===== config.mk =====
export PLATFORM = sky130hd
export DESIGN_NAME = dmem_req_issuer_flat
export DESIGN_NICKNAME = d
export VERILOG_FILES = /design/src/rtl/dmem_req_issuer_if.sv /design/src/rtl/dmem_req_issuer.sv /design/src/flat_wrapper.sv
export SDC_FILE = /design/constraint.sdc
export NUM_CORES = 1
export LEC_CHECK = 0
export ABC_CLOCK_PERIOD_IN_PS = 2500
export CAP_MARGIN = 0
export CORE_MARGIN = 3
export CORE_UTILIZATION = 44
export CTS_BUF_LIST = sky130_fd_sc_hd__clkbuf_4 sky130_fd_sc_hd__clkbuf_8
export DETAILED_ROUTE_END_ITERATION = 10
export GPL_ROUTABILITY_DRIVEN = 0
export HOLD_SLACK_MARGIN = 0.1
export PLACE_DENSITY = 0.92
export SYNTH_ARGS = -nofsm -noshare
export SYNTH_HDL_FRONTEND = slang
export SYNTH_SLANG_ARGS = --single-unit

===== constraint.sdc =====
create_clock -name i_clk -period 2.5 [get_ports i_clk]
set_input_delay 0.5 -clock i_clk [delete_from_list [all_inputs] [get_ports i_clk]]
set_output_delay 0.5 -clock i_clk [all_outputs]
set_load 0.03 [all_outputs]

===== src/rtl/dmem_req_issuer_if.sv =====
// dmem_req_issuer_if: SRAM-like data bus between the request issuer
// (master) and the data memory port (slave).
interface dmem_req_issuer_if;
  logic        o_req;
  logic        o_wr;
  logic [1:0]  o_size;
  logic [31:0] o_addr;
  logic [31:0] o_wdata;
  logic [3:0]  o_wstrb;
  logic        i_addr_ok;
  logic        i_data_ok;
  logic [31:0] i_rdata;

  modport master (
    output o_req, o_wr, o_size,
    output o_addr, o_wdata, o_wstrb,
    input  i_addr_ok, i_data_ok, i_rdata
  );

  modport slave (
    input  o_req, o_wr, o_size,
    input  o_addr, o_wdata, o_wstrb,
    output i_addr_ok, i_data_ok, i_rdata
  );
endinterface


===== src/rtl/dmem_req_issuer.sv =====
// dmem_req_issuer: drains the data-request FIFO onto an SRAM-like bus
// and returns load data one cycle after the read response.
module dmem_req_issuer #(
  parameter int MAX_OUTSTANDING = 4
) (
  input  logic              i_clk,
  input  logic              i_rst_n,
  input  logic              i_datareq_valid,
  input  logic [31:0]       i_va,
  input  logic [31:0]       i_data,
  input  logic [3:0]        i_byteen,
  input  logic              i_ren,
  input  logic              i_wen,
  output logic              o_read_stall,
  output logic              o_write_stall,
  dmem_req_issuer_if.master bus,
  output logic              o_rdata_valid,
  output logic [31:0]       o_rdata,
  output logic              o_idle
);
  localparam int CW = $clog2(MAX_OUTSTANDING + 1);
  localparam int PW = $clog2(MAX_OUTSTANDING);
  localparam logic [CW-1:0] MAXC = CW'(MAX_OUTSTANDING);
  localparam logic [PW-1:0] LASTP = PW'(MAX_OUTSTANDING - 1);

  typedef struct packed {
    logic [31:0] va;
    logic [31:0] data;
    logic [3:0]  be;
    logic        wr;
  } hold_t;

  logic                       hold_v_q, hold_v_d;
  hold_t                      hold_q, hold_d;
  logic [CW-1:0]              cnt_q, cnt_d;
  logic [MAX_OUTSTANDING-1:0] kind_q, kind_d;
  logic [PW-1:0]              wptr_q, wptr_d;
  logic [PW-1:0]              rptr_q, rptr_d;
  logic                       rdv_q, rdv_d;
  logic [31:0]                rdata_q, rdata_d;
  logic                       issue, resp;
  logic                       can_acc, pop;

  function automatic logic [1:0] be2size(input logic [3:0] be);
    case (be)
      4'b0011, 4'b1100: return 2'd1;
      4'b0001, 4'b0010,
      4'b0100, 4'b1000: return 2'd0;
      default:          return 2'd2;
    endcase
  endfunction

  assign bus.o_req   = hold_v_q && (cnt_q < MAXC);
  assign bus.o_wr    = hold_q.wr;
  assign bus.o_size  = be2size(hold_q.be);
  assign bus.o_addr  = hold_q.va;
  assign bus.o_wdata = hold_q.data;
  assign bus.o_wstrb = hold_q.wr ? hold_q.be : 4'b0000;

  assign issue   = bus.o_req && bus.i_addr_ok;
  assign resp    = bus.i_data_ok && (cnt_q != '0);
  assign can_acc = !hold_v_q || issue;
  assign pop     = i_datareq_valid && can_acc;

  assign o_read_stall  = !can_acc;
  assign o_write_stall = !can_acc;
  assign o_rdata_valid = rdv_q;
  assign o_rdata       = rdata_q;
  assign o_idle        = !hold_v_q && (cnt_q == '0);

  always_comb begin
    hold_v_d = hold_v_q;
    hold_d   = hold_q;
    kind_d   = kind_q;
    wptr_d   = wptr_q;
    rptr_d   = rptr_q;
    rdv_d    = 1'b0;
    rdata_d  = rdata_q;
    cnt_d    = cnt_q + CW'(issue) - CW'(resp);
    if (pop) begin
      hold_v_d = 1'b1;
      hold_d   = '{va: i_va, data: i_data,
                   be: i_byteen, wr: i_wen & ~i_ren};
    end else if (issue) begin
      hold_v_d = 1'b0;
    end
    if (issue) begin
      kind_d[wptr_q] = hold_q.wr;
      wptr_d = (wptr_q == LASTP) ? '0 : wptr_q + PW'(1);
    end
    // Responses come back in issue order, so the queue head names this one.
    if (resp) begin
      rptr_d = (rptr_q == LASTP) ? '0 : rptr_q + PW'(1);
      if (!kind_q[rptr_q]) begin
        rdv_d   = 1'b1;
        rdata_d = bus.i_rdata;
      end
    end
  end

  always_ff @(posedge i_clk or negedge i_rst_n) begin
    if (!i_rst_n) begin
      hold_v_q <= 1'b0;
      hold_q   <= '0;
      cnt_q    <= '0;
      kind_q   <= '0;
      wptr_q   <= '0;
      rptr_q   <= '0;
      rdv_q    <= 1'b0;
      rdata_q  <= '0;
    end else begin
      hold_v_q <= hold_v_d;
      hold_q   <= hold_d;
      cnt_q    <= cnt_d;
      kind_q   <= kind_d;
      wptr_q   <= wptr_d;
      rptr_q   <= rptr_d;
      rdv_q    <= rdv_d;
      rdata_q  <= rdata_d;
    end
  end
endmodule

===== src/flat_wrapper.sv =====
// flat-port wrapper written by rule: the top's interface ports become plain ports
module dmem_req_issuer_flat 
#(
  parameter int MAX_OUTSTANDING = 4
)
  (i_clk, i_rst_n, i_datareq_valid, i_va, i_data, i_byteen, i_ren, i_wen, o_read_stall, o_write_stall, o_rdata_valid, o_rdata, o_idle, bus_o_req, bus_o_wr, bus_o_size, bus_o_addr, bus_o_wdata, bus_o_wstrb, bus_i_addr_ok, bus_i_data_ok, bus_i_rdata);
  dmem_req_issuer_if bus_i ();
  input  logic i_clk;
  input  logic i_rst_n;
  input  logic i_datareq_valid;
  input  logic [31:0] i_va;
  input  logic [31:0] i_data;
  input  logic [3:0] i_byteen;
  input  logic i_ren;
  input  logic i_wen;
  output logic o_read_stall;
  output logic o_write_stall;
  output logic o_rdata_valid;
  output logic [31:0] o_rdata;
  output logic o_idle;
  output wire logic [$bits(bus_i.o_req)-1:0] bus_o_req;
  output wire logic [$bits(bus_i.o_wr)-1:0] bus_o_wr;
  output wire logic [$bits(bus_i.o_size)-1:0] bus_o_size;
  output wire logic [$bits(bus_i.o_addr)-1:0] bus_o_addr;
  output wire logic [$bits(bus_i.o_wdata)-1:0] bus_o_wdata;
  output wire logic [$bits(bus_i.o_wstrb)-1:0] bus_o_wstrb;
  input wire logic [$bits(bus_i.i_addr_ok)-1:0] bus_i_addr_ok;
  input wire logic [$bits(bus_i.i_data_ok)-1:0] bus_i_data_ok;
  input wire logic [$bits(bus_i.i_rdata)-1:0] bus_i_rdata;
  assign bus_o_req = bus_i.o_req;
  assign bus_o_wr = bus_i.o_wr;
  assign bus_o_size = bus_i.o_size;
  assign bus_o_addr = bus_i.o_addr;
  assign bus_o_wdata = bus_i.o_wdata;
  assign bus_o_wstrb = bus_i.o_wstrb;
  assign bus_i.i_addr_ok = bus_i_addr_ok;
  assign bus_i.i_data_ok = bus_i_data_ok;
  assign bus_i.i_rdata = bus_i_rdata;
  dmem_req_issuer #(.MAX_OUTSTANDING(MAX_OUTSTANDING)) u_core (.i_clk(i_clk), .i_rst_n(i_rst_n), .i_datareq_valid(i_datareq_valid), .i_va(i_va), .i_data(i_data), .i_byteen(i_byteen), .i_ren(i_ren), .i_wen(i_wen), .o_read_stall(o_read_stall), .o_write_stall(o_write_stall), .bus(bus_i), .o_rdata_valid(o_rdata_valid), .o_rdata(o_rdata), .o_idle(o_idle));
endmodule

; ---- Yosys cells after proc, flatten, opt, wreduce, memory -nomap -nowiden
; Cells that the tools add are included.
[word_totals]
reg_bits = 114
latchBits = 0
mem_bits_rw = 0
romBits = 0
input_bits = 107
out_inout_bits = 108
elab_cells = 58
memories = 0
[classes]
add_sub_neg = 4
mul = 0
div = 0
n_lt_le_gt_ge = 4
eq_ne = 8
n_shift = 0
muxes = 13
n_bitwise = 3
n_reduce_logical = 15
[op_table]
columns = operator, count
row1 = $eq 4x2->1 const B, 2
row2 = $eq 4x4->1 const B, 2
row3 = $logic_and 1x1->1, 6
row4 = $lt 2x3->1 const B, 2
row5 = $mux 1, 6
row6 = $add 2x1->2 const B, 2
row7 = $bwmux 4, 1
row8 = $eq 2x2->1 const B, 2
row9 = $eq 4x1->1 const B, 1
row10 = $eq 4x3->1 const B, 1
row11 = $mux 2, 2
row12 = $mux 4, 1
row13 = $pmux 2 s2, 1
row14 = $reduce_or 4->1, 1
row15 = $add 3x1->3, 1
row16 = $logic_not 3->1, 1
row17 = $lt 3x3->1 const B, 1
row18 = $reduce_bool 3->1, 1
row19 = $sub 3x1->3, 1
row20 = $bmux 1 s2, 1
row21 = $demux 1 s2, 1
row22 = $ge 2x1->1 const B, 1
row23 = $logic_not 1->1, 2
row24 = $not 1->1, 2
row25 = 5 further kinds, 5

; ---- Longest topological paths before layout
[logic_depth]
word_depth = 6
mapped_depth = 9
depth_no_buf = 9

; ---- Worst setup path before layout
; Ideal clock, no wire load.
[synth_timing]
path_type = reg2reg
from = reg u_core.cnt_q[1]
to = reg u_core.cnt_q[2]
setup_time_ps = 128
arrival_ps = 2071
t_required_ps = 2372
slack_ps = 301
stages_incl_launch_ff = 10
path_buffers = 0
synth_period_minus_slack_ps = 2199
path_cell_list = dfrtp_1 -> o31ai_4 -> inv_1 -> ha_1 -> inv_1 -> ha_1 -> inv_1 -> fa_1 -> xnor2_1 -> xnor2_1
[synth_between]
word_cells_on_any_way = 7
classes_between = add/sub: 2 / order compare: 1 / reduce/logical: 4
[synth_rtl]
columns = item, line
row1 = "start, declared", dmem_req_issuer.sv:35  ; logic [CW-1:0] cnt_q, cnt_d;
row2 = "start signal, assigned", dmem_req_issuer.sv:114  ; cnt_q <= cnt_d;
row3 = $reduce_bool 3->1, dmem_req_issuer.sv:61  ; assign resp = bus.i_data_ok && (cnt_q != '0);
row4 = $logic_and 1x1->1, dmem_req_issuer.sv:61
row5 = net u_core.resp, dmem_req_issuer.sv:41  ; logic issue, resp;
row6 = $sub 3x1->3, dmem_req_issuer.sv:79  ; cnt_d = cnt_q + CW'(issue) - CW'(resp);
row7 = net u_core.cnt_d[2], dmem_req_issuer.sv:35
; The timed path passes the listed nets, and every way through them passes these cells.
; A chain may end at the register's enable or synchronous reset.

; ---- Worst setup path in the final report
[layout_timing]
from = reg u_core.hold_q[2] (netlist name)
to = out bus_o_size[1]
[layout_between]
elab_chain_len = 3
word_cells_on_any_way = 9
classes_between = eq/ne: 6 / mux: 1 / reduce/logical: 2
[layout_lines]
columns = item, line
row1 = "start, declared", dmem_req_issuer.sv:34  ; hold_t hold_q, hold_d;
row2 = "start signal, assigned", dmem_req_issuer.sv:113  ; hold_q <= hold_d;
row3 = $eq 4x1->1 (tied with other cells), dmem_req_issuer.sv:45  ; case (be)
row4 = $reduce_or 4->1 or $reduce_or 2->1 (tied branches), dmem_req_issuer.sv:45
row5 = $pmux 2 s2 (*), dmem_req_issuer.sv:45
row6 = "end, declared", flat_wrapper.sv:23  ; output wire logic [$bits(bus_i.o_size)-1:0] bus_o_size;
; Every way passes the cells marked *; elsewhere a longest branch is shown, timed or not.

==> flow_summary.html <==
<table>
<tr><th>Metric</th><th>Value</th></tr>
<tr><th colspan="2">Logic synthesis</th></tr>
<tr><td>Cell count after synthesis</td><td>343</td></tr>
<tr><td>Syn_area_per_cell</td><td>approximately 15 um^2</td></tr>
<tr><td>Synth area leaders</td><td>sky130_fd_sc_hd__dfrtp_1, sky130_fd_sc_hd__mux2_2, sky130_fd_sc_hd__buf_4, sky130_fd_sc_hd__mux2_4, sky130_fd_sc_hd__mux2_1</td></tr>
<tr><td>Top cell type by total area after synthesis</td><td>sky130_fd_sc_hd__dfrtp_1</td></tr>
<tr><td>Syn_nets</td><td>between 400 and 500</td></tr>
<tr><td>Number of warnings printed during yosys synthesis</td><td>0</td></tr>
<tr><td>Number of register bits inferred by synthesis</td><td>about 110</td></tr>
<tr><td>Count of distinct cell types in the synthesized netlist</td><td>29</td></tr>
<tr><td>Sequential cell area fraction in the yosys report</td><td>55.6%</td></tr>
<tr><td>Cell area after synthesis</td><td>5130 um^2</td></tr>
<tr><td>Fraction of synthesized cell area taken by the top area cell type</td><td>a little under three fifths</td></tr>
<tr><th colspan="2">Floorplan</th></tr>
<tr><td>Die Height</td><td>114 um</td></tr>
<tr><td>Placement Rows</td><td>38</td></tr>
<tr><td>CORE AREA</td><td>11100 um^2</td></tr>
<tr><td>Die Wd</td><td>roughly 110 um</td></tr>
<tr><td>Die area</td><td>about 13000 um^2</td></tr>
<tr><td>Ports placed on the boundary</td><td>215</td></tr>
<tr><td>Effective utilization at floorplan</td><td>a little under half</td></tr>
<tr><th colspan="2">STA</th></tr>
<tr><td>Share of the cycle needed by the critical path after routing</td><td>93.7%</td></tr>
<tr><td>Sum of negative setup slack</td><td>0 ps</td></tr>
<tr><td>Hold violation total from the final report</td><td>0</td></tr>
<tr><td>Final setup slack of the worst path</td><td>roughly 160 ps</td></tr>
<tr><td>Count of endpoints failing setup in the final report</td><td>0</td></tr>
<tr><td>Final period demand of the worst path</td><td>2340 ps</td></tr>
<tr><td>Transition time of the tightest slew-check pin</td><td>between 400 and 500 ps</td></tr>
<tr><td>Max Clock Freq</td><td>0.427 GHz</td></tr>
<tr><td>Setup repair after global routing missed its margin</td><td>no</td></tr>
<tr><td>Count of final max-slew check failures</td><td>0</td></tr>
<tr><td>Skew final</td><td>5.89 ps</td></tr>
<tr><td>Slew HR</td><td>a little under 70%</td></tr>
<tr><th colspan="2">Pwr</th></tr>
<tr><td>Lkg Pwr</td><td>3.14 nW</td></tr>
<tr><td>IR Drop Worst-Case VDD</td><td>0.923 mV</td></tr>
<tr><td>Pwr/cell area</td><td>1450 nW/um^2</td></tr>
<tr><th colspan="2">Finish</th></tr>
<tr><td>Footprint of the multi-input gates</td><td>1670 um^2</td></tr>
<tr><td>Total inserted antenna cells</td><td>0</td></tr>
<tr><td>Fin nets</td><td>626</td></tr>
<tr><td>Filler cell count</td><td>about 830</td></tr>
<tr><td>Layout Area Growth over Synthesis</td><td>42.5%</td></tr>
<tr><td>FF+latch area</td><td>2850 um^2</td></tr>
<tr><td>Most common cell after layout, fill and taps aside</td><td>sky130_fd_sc_hd__clkdlybuf4s50_1</td></tr>
<tr><td>Most frequent cells in the layout</td><td>sky130_fd_sc_hd__clkdlybuf4s50_1, sky130_fd_sc_hd__dfrtp_1, sky130_fd_sc_hd__mux2_2</td></tr>
<tr><td>Share of cells above drive strength 1</td><td>27.0%</td></tr>
<tr><td>Final core occ</td><td>65.8%</td></tr>
<tr><th colspan="2">Clock tree</th></tr>
<tr><td>Clock latency at the later pin of the worst-skew pair</td><td>just over 400 ps</td></tr>
<tr><td>Buffer depth of the longest clock path</td><td>2</td></tr>
<tr><td>Setup Buffers After CTS</td><td>0</td></tr>
<tr><td>TritonCTS clock tree</td><td>done</td></tr>
<tr><td>Number of H-tree levels</td><td>4</td></tr>
<tr><td>Clock Root Buffer</td><td>sky130_fd_sc_hd__clkbuf_8</td></tr>
<tr><td>Clk sinks</td><td>approximately 110</td></tr>
<tr><td>Clock transition at the registers of the reported paths</td><td>60 ps</td></tr>
<tr><td>Number of buffers inserted during clock tree synthesis</td><td>17</td></tr>
<tr><th colspan="2">Detailed routing</th></tr>
<tr><td>Via total after detailed routing</td><td>between 3000 and 4000</td></tr>
<tr><td>Sum of routed wire length over all layers</td><td>11100 um</td></tr>
<tr><td>Avg WL per Cell</td><td>16.8 um</td></tr>
<tr><td>Number of routed nets with antenna violations</td><td>0</td></tr>
<tr><td>Iteration count of the initial detailed-routing pass</td><td>4</td></tr>
<tr><td>Violation count after the first detailed-route iteration</td><td>145</td></tr>
<tr><td>Detail-routed via count per cell</td><td>4.71</td></tr>
<tr><td>DRC Markers</td><td>0</td></tr>
<tr><th colspan="2">Min path</th></tr>
<tr><td>Worst Hold Class</td><td>reg2reg</td></tr>
<tr><th colspan="2">GRT</th></tr>
<tr><td>Initial antenna violation count</td><td>0</td></tr>
<tr><td>All-layer global routing usage</td><td>about 18%</td></tr>
<tr><td>Global-route wire length before repair</td><td>17900 um</td></tr>
<tr><td>Routing layer with the top usage in global route</td><td>met2</td></tr>
<tr><td>Global-route track usage on met1</td><td>20.9%</td></tr>
<tr><td>Global Route met2 Usage</td><td>about 30%</td></tr>
<tr><td>Met3 track utilization from global routing</td><td>6.58%</td></tr>
<tr><td>Largest net degree at the start of global routing</td><td>70</td></tr>
<tr><td>Total congestion overflow after global routing</td><td>0</td></tr>
<tr><td>Number of global-route vias before repair</td><td>3436</td></tr>
<tr><th colspan="2">Worst setup path</th></tr>
<tr><td>Maximum fanout along the worst path</td><td>4</td></tr>
<tr><td>Data arrival time of the critical path</td><td>1840 ps</td></tr>
<tr><td>Delay of the slowest critical-path stage</td><td>710 ps</td></tr>
<tr><td>Critical path launch point type</td><td>flip-flop</td></tr>
<tr><td>CP max stage cell</td><td>sky130_fd_sc_hd__clkdlybuf4s50_1</td></tr>
<tr><td>Endpoint class of the critical path</td><td>output pin</td></tr>
<tr><td>Worst Setup Path Type</td><td>reg2out</td></tr>
<tr><td>Cell breakdown of the critical path</td><td>nor2_1 &gt; xnor2_1 &gt; clkdlybuf4s50_1</td></tr>
<tr><td>Required time of the critical path</td><td>2000 ps</td></tr>
<tr><th colspan="2">Placed design</th></tr>
<tr><td>Count of buffers inserted at the top-level ports</td><td>214</td></tr>
<tr><td>Half-perimeter wire length after detailed placement</td><td>8310 um</td></tr>
<tr><td>Worst slack at placement</td><td>34.7 ps</td></tr>
<tr><th colspan="2">Run status</th></tr>
<tr><td>Result of the run</td><td>complete, no violations</td></tr>
<tr><th colspan="2">Run</th></tr>
<tr><td>Number of max-cap violations</td><td>0</td></tr>
</table>
sequential cells by signal (all words and copies together), names as in the netlist:
signal	count
u_core.bus.o_addr	32
u_core.bus.o_wdata	32
u_core.o_rdata	32
u_core.hold_q	4
u_core.kind_q	4
u_core.cnt_q	3
u_core.rptr_q	2
u_core.wptr_q	2
u_core.bus.o_wr	1
u_core.hold_v_q	1
u_core.o_rdata_valid	1
synth_stat cells (all sizes together):
library cell / n
or2: 1
fa: 1
mux2: 106
nand3: 2
dfrtp: 114
nor3: 1
clkinv: 1
a21o: 1
a21boi: 1
nor4: 1
and2: 5
nand3b: 1
nor2: 3
mux4: 1
ha: 7
xnor2: 3
o21ai: 2
o31ai: 1
nand2: 6
nor2b: 2
buf: 75
inv: 7
or3: 1
final timing paths:
kind | slack, ps | start | to | cells after the start
worst min register to register | 490 | u_core.bus.o_wdata[5] | u_core.bus.o_wdata[5] | 1
worst min-delay path | 490 | u_core.bus.o_wdata[5] | u_core.bus.o_wdata[5] | 1
worst max register to register | 340 | u_core.cnt_q[1] | u_core.cnt_q[2] | 9
min in group asynchronous | 590 | i_rst_n | u_core.bus.o_wdata[5] | 2
max in group asynchronous | 1270 | i_rst_n | u_core.bus.o_addr[1] | 3
worst max-delay path | 160 | u_core.hold_q[2] | bus_o_size[1] | 3
kinds of logic (layout without fill, tap and decap cells):
logic type	after synthesis	after routing	synth area share, %
simple gates	23	23	2.88
fa+ha+maj	8	8	2.10
compound gates	5	5	1.00
xor+xnor	3	3	0.512
flops	114	114	55.6
buf+inv	83	259	12.1
mux	107	107	25.8
timing repair:
item	in CTS	in global routing
hold buffers	1	0
resized for setup	1	2
hold endpoints to repair	32	0
setup endpoints to repair	1	2
metrics by stage:
stage | area, um^2 | hold slack, ps | cells | total power, mW
global placement | 6970 | 468 | 631 | 9.07
floorplan | 5130 | 204 | 343 | 7.63
global route | 7320 | 512 | 659 | 11.2
CTS | 7310 | 489 | 659 | 10.8
detailed placement | 6970 | 475 | 631 | 9.26
finish | 7320 | 485 | 659 | 10.6
metal layers:
layer	wire, um	vias to the layer above
li1	-	1428
met1	4340	1536
met2	5720	131
met3	932	10
met4	94	0
met5	0	-
critical path: cells and delay by family, from the launching register on:
family	cells	cell delay, ps
XOR/XNOR	1	140
buffers and inverters	1	710
flip-flops	1	410
AND/OR/NAND/NOR	1	170
power breakdown:
| group | internal [mW] | total [mW] | switching, mW |
|---|---|---|---|
| Clock | 0.831 | 1.47 | 0.637 |
| Combinational | 2.85 | 5.79 | 2.94 |
| Sequential | 2.79 | 3.38 | 0.590 |
| Total | 6.47 | 10.6 | 4.17 |
final cells by class:
| type | instances | share of cell area [%] |
|---|---|---|
| Clock buffer | 27 | 4.57 |
| Inverter | 8 | 0.410 |
| Multi-Input combinational cell | 146 | 22.8 |
| Sequential cell | 114 | 39.0 |
| Tap cell | 140 | 2.39 |
| Timing Repair Buffer | 224 | 30.9 |
No activity file was read; power rests on OpenSTA's default activity.
